**src/rtl/alu_result_fifo.sv**
```systemverilog
// Circular-buffer FIFO for ALU results and flags, with no bypass path.
// Optional sticky carry/overflow accumulation is enabled by defining ALU_STICKY_FLAGS_EN.
module alu_result_fifo #(
  parameter int unsigned DEPTH = 4,
  parameter int unsigned CW    = 3
) (
  input  logic          clk,
  input  logic          rst,
  input  logic          in_valid,
  output logic          in_ready,
  input  logic [7:0]    result,
  input  logic          carry,
  input  logic          zero,
  input  logic          overflow,
  input  logic [2:0]    opcode,
  output logic          out_valid,
  input  logic          out_ready,
  output logic [7:0]    out_result,
  output logic          out_carry,
  output logic          out_zero,
  output logic          out_overflow,
  output logic [2:0]    out_opcode,
  output logic [CW-1:0] count,
  input  logic          clr_sticky,
  output logic          sticky_carry,
  output logic          sticky_overflow
);

  localparam int unsigned AW = $clog2(DEPTH);

  logic [13:0]   mem_q [DEPTH];
  logic [AW-1:0] wr_ptr_q, wr_ptr_d;
  logic [AW-1:0] rd_ptr_q, rd_ptr_d;
  logic [CW-1:0] count_q, count_d;
  logic          push, pop;
  logic [13:0]   head;

  // Handshakes depend only on the registered count, so there is no ready/valid loop.
  assign in_ready  = (count_q != CW'(DEPTH));
  assign out_valid = (count_q != '0);
  assign push      = in_valid && in_ready;
  assign pop       = out_valid && out_ready;
  assign count     = count_q;

  always_comb begin
    wr_ptr_d = wr_ptr_q;
    rd_ptr_d = rd_ptr_q;
    count_d  = count_q;
    if (push) begin
      wr_ptr_d = (wr_ptr_q == AW'(DEPTH - 1)) ? '0 : wr_ptr_q + AW'(1);
    end
    if (pop) begin
      rd_ptr_d = (rd_ptr_q == AW'(DEPTH - 1)) ? '0 : rd_ptr_q + AW'(1);
    end
    unique case ({push, pop})
      2'b10:   count_d = count_q + CW'(1);
      2'b01:   count_d = count_q - CW'(1);
      default: count_d = count_q;
    endcase
  end

  always_ff @(posedge clk or posedge rst) begin
    if (rst) begin
      wr_ptr_q <= '0;
      rd_ptr_q <= '0;
      count_q  <= '0;
    end else begin
      wr_ptr_q <= wr_ptr_d;
      rd_ptr_q <= rd_ptr_d;
      count_q  <= count_d;
    end
  end

  // Storage is not reset; the cleared count makes stale entries unreachable.
  always_ff @(posedge clk) begin
    if (push) begin
      mem_q[wr_ptr_q] <= {opcode, overflow, zero, carry, result};
    end
  end

  always_comb begin
    head         = out_valid ? mem_q[rd_ptr_q] : '0;
    out_result   = head[7:0];
    out_carry    = head[8];
    out_zero     = head[9];
    out_overflow = head[10];
    out_opcode   = head[13:11];
  end

`ifdef ALU_STICKY_FLAGS_EN
  logic sticky_carry_q, sticky_carry_d;
  logic sticky_ovf_q, sticky_ovf_d;

  // A flagged push wins over a clear arriving in the same cycle.
  always_comb begin
    sticky_carry_d = sticky_carry_q;
    sticky_ovf_d   = sticky_ovf_q;
    if (push && carry) begin
      sticky_carry_d = 1'b1;
    end else if (clr_sticky) begin
      sticky_carry_d = 1'b0;
    end
    if (push && overflow) begin
      sticky_ovf_d = 1'b1;
    end else if (clr_sticky) begin
      sticky_ovf_d = 1'b0;
    end
  end

  always_ff @(posedge clk or posedge rst) begin
    if (rst) begin
      sticky_carry_q <= 1'b0;
      sticky_ovf_q   <= 1'b0;
    end else begin
      sticky_carry_q <= sticky_carry_d;
      sticky_ovf_q   <= sticky_ovf_d;
    end
  end

  assign sticky_carry    = sticky_carry_q;
  assign sticky_overflow = sticky_ovf_q;
`else
  logic unused_clr_sticky;
  assign unused_clr_sticky = clr_sticky;
  assign sticky_carry      = 1'b0;
  assign sticky_overflow   = 1'b0;
`endif

endmodule

```
**config.mk**
```make
export PLATFORM = sky130hd
export DESIGN_NAME = alu_result_fifo
export DESIGN_NICKNAME = d
export VERILOG_FILES = /design/src/rtl/alu_result_fifo.sv
export SDC_FILE = /design/constraint.sdc
export NUM_CORES = 1
export LEC_CHECK = 0
export BUFFER_PORTS_ARGS = -buffer_cell sky130_fd_sc_hd__buf_2
export CAP_MARGIN = 10
export CORE_ASPECT_RATIO = 2
export CORE_MARGIN = 8
export CORE_UTILIZATION = 55
export CTS_BUF_LIST = sky130_fd_sc_hd__clkbuf_16
export CTS_CLUSTER_SIZE = 8
export DETAILED_ROUTE_END_ITERATION = 8
export GPL_TIMING_DRIVEN = 1
export PLACE_DENSITY_LB_ADDON = 0.3
export SLEW_MARGIN = 20
export SYNTH_ARGS = -nofsm -noshare
export SYNTH_HDL_FRONTEND = slang
export SYNTH_SLANG_ARGS = --single-unit
```
**constraint.sdc**
```tcl
create_clock -name clk -period 6 [get_ports clk]
set_input_delay 0.3 -clock clk [delete_from_list [all_inputs] [get_ports clk]]
set_output_delay 0.3 -clock clk [all_outputs]
set_load 0.03 [all_outputs]
```
==> results.yml <==
outcome:
  status: "finished clean"
floorplan:
  dieWidth_um: 64.7
  die-area_mm2: 0.00734
  rows: 35
  ios: 40
  die_h_um: 113
  initial_core_util_pct: 56.7
  coreArea_mm2: 0.00460
placement:
  portBuffers: 36
  post-dp-hpwl_mm: 3.08
  dp_slack_ns: 3.69
  place_area_mm2: 0.00282
  gp_congestion: 0.659
power:
  leakage_uw: 0.00120
  power.share.clock_pct: 26.7
  p_total_uw: 1810
  internal_power_uw: 1180
  sequentialPowerShare_pct: 37.7
  p_sw_uw: 627
  pwr_density_cell_mw_per_mm2: 581
  combPwrFrac_pct: 35.6
  max-vdd-ir-drop_v: 0.000430
  swShare_pct: 34.7
critical_path:
  crit_arrival_ns: 2.30
  rr_endpoint: "count[2]$_DFFE_PP0P_"
  criticalPathCategory: "reg -> out"
  reg2reg_from: "count[0]$_DFFE_PP0P_"
  crit_required_ns: 5.70
  worstSetupEndpointType: "output port"
  reg2reg_slack_ns: 3.80
  endpoint: "out_result[1]"
  rr_worst_depth: 9
  cp_max_fo: 17
  cp-start-kind: "flop"
  setup.worst_path.start: "rd_ptr_q[0]$_DFFE_PP0P_"
drt:
  drc_errors: 0
  via_per_inst: 5.44
  first_iter_violations: 28
  wl_mm: 4.70
  vias: 1274
  ant_nets: 0
  firstDrtPassIters: 4
  wl_per_cell_um: 20.1
clocking:
  root_buffer: "clkbuf_16"
  cts_max_path_buffers: 2
  cts_resized: 0
  cts_tree: "yes"
  clkLatencyLatePin_ns: 0.32
  cts-htree-levels: 3
  cts_buffers: 9
  path_clk_slew_ns: 0.05
  cts_sinks: 63
  post_cts_buffers: 0
run:
  max-cap-violations: 0
cells_and_area:
  layout_commonest_cell: "edfxtp_1"
  final_cell_mix: "56 x edfxtp_1, 36 x buf_2, 14 x mux4_2, 14 x and2_1"
  syn_to_final_growth_pct: 19.1
  layout.area.seq_mm2: 0.00186
  nets: 200
  antenna_cells: 0
  stdcell_area_mm2: 0.00311
  layout-drive-gt1-share_pct: 41.9
  n_fill_cell: 328
  multiInputGateArea_um2: 683
  final_core_util_pct: 67.6
synthesis:
  yosysTopAreaCellShare_pct: 64.5
  syn_area_mm2: 0.00261
  seq_area_frac_synth_pct: 71.2
  syn_avg_cell_area_um2: 19.9
  synth_seq_cells: 63
  synth_cells: 131
  netlist_top_cells_area: "edfxtp_1 64%, mux4_2 12%, dfrtp_1 6.7%"
  ys_types: 21
  yosysTopAreaCell: "edfxtp_1"
  ys_warn_count: 0
timing:
  rsz0062_at_grt: "false"
  slew_headroom_pct: 32.5
  tightest_slew_ns: 1.01
  hold_viol_final: 0
  setup_viol: 0
  setup_ws_ns: 3.40
  fin_setup_tns_ns: 0
  slew_viol_final: 0
  min_period_ns: 2.60
  max_freq_ghz: 0.385
  clock_skew_ns: 0.00559
  min_period_over_period_pct: 43.3
hold_path:
  hold_depth: 1
  hp-class: "in -> reg"
global_routing:
  grt_first_pass_wirelength_mm: 7.33
  track_usage_pct: 13.9
  gr-total-overflow: 0
  grt_max_degree: 18
  antenna_found_initial: 0
  first_global_vias: 1443
-- state kept, by name, indices dropped and copies added (netlist names) --
signal,count
count,3
rd_ptr_q,2
mem_q,56
wr_ptr_q,2
-- per-layer routing --
metal / vias to the layer above / global-route usage (%) / part of all wire [%]
met3: 13 / 5.79 / 5.3
li1: 584 / - / -
met2: 35 / 25.2 / 57
met5: - / 0 / 0
met4: 0 / 8.50 / 3.4
met1: 642 / 12.0 / 35
-- worst min path at each step --
stage / endpoint / slack (ns) / startpoint
floorplan: count[0]$_DFFE_PP0P_ / 0.10 / rst
global placement: wr_ptr_q[1]$_DFFE_PP0P_ / 0.24 / rst
detailed placement: wr_ptr_q[0]$_DFFE_PP0P_ / 0.25 / rst
CTS: mem_q[0][11]$_DFFE_PP_ / 0.19 / opcode[0]
global route: mem_q[3][9]$_DFFE_PP_ / 0.18 / zero
finish: mem_q[2][10]$_DFFE_PP_ / 0.19 / overflow
-- power groups by stage --
stage / sequential [uW] / combinational (uW) / clock [uW]
floorplan: 650 / 521 / 0
global placement: 679 / 631 / 0
detailed placement: 690 / 653 / 0
CTS: 685 / 656 / 486
global route: 696 / 691 / 504
finish: 681 / 643 / 483
-- per-stage QoR --
step / cells / hold WS [ns]
final: 234 / 0.191
after global routing: 234 / 0.183
after CTS: 234 / 0.186
after detailed placement: 217 / 0.252
after global placement: 217 / 0.236
after floorplan: 132 / 0.103
-- cell usage after synthesis (all sizes together) --
cell type and count:
and2 16, and3 4, buf 5, clkbuf 1, conb 1, dfrtp 7, edfxtp 56, fa 1
ha 6, inv 7, mux2 4, mux2i 1, mux4 14, nor2 3, or3 1, or3b 1
xnor2 1, xor2 2
-- timing repair --
item | in CTS | in global routing
hold endpoints to repair | 7 | 0
hold buffers | 1 | 0
setup endpoints to repair | 0 | 0
-- worst max-delay path, cell delays in order (launching register included) --
cell	delay, ns
dfrtp_1	1.01
mux4_2	0.60
and2_1	0.18
buf_2	0.18
-- cell type report --
cell class / count / area share [%]
Inverter: 7 / 0.846
Timing Repair Buffer: 37 / 6.12
Clock inverter: 7 / 1.81
Multi-Input combinational cell: 56 / 22.0
Tap cell: 55 / 2.22
Sequential cell: 63 / 59.8
Clock buffer: 9 / 7.25
-- kinds of logic after synthesis --
logic type    share of synthesized area (%)
simple gates                           6.47
flops                                  71.2
buf+inv                                2.78
mux                                    14.8
xor+xnor                               1.01
fa+ha+maj                              3.65
other cells                           0.144
Power figures use the tool's default switching activity.
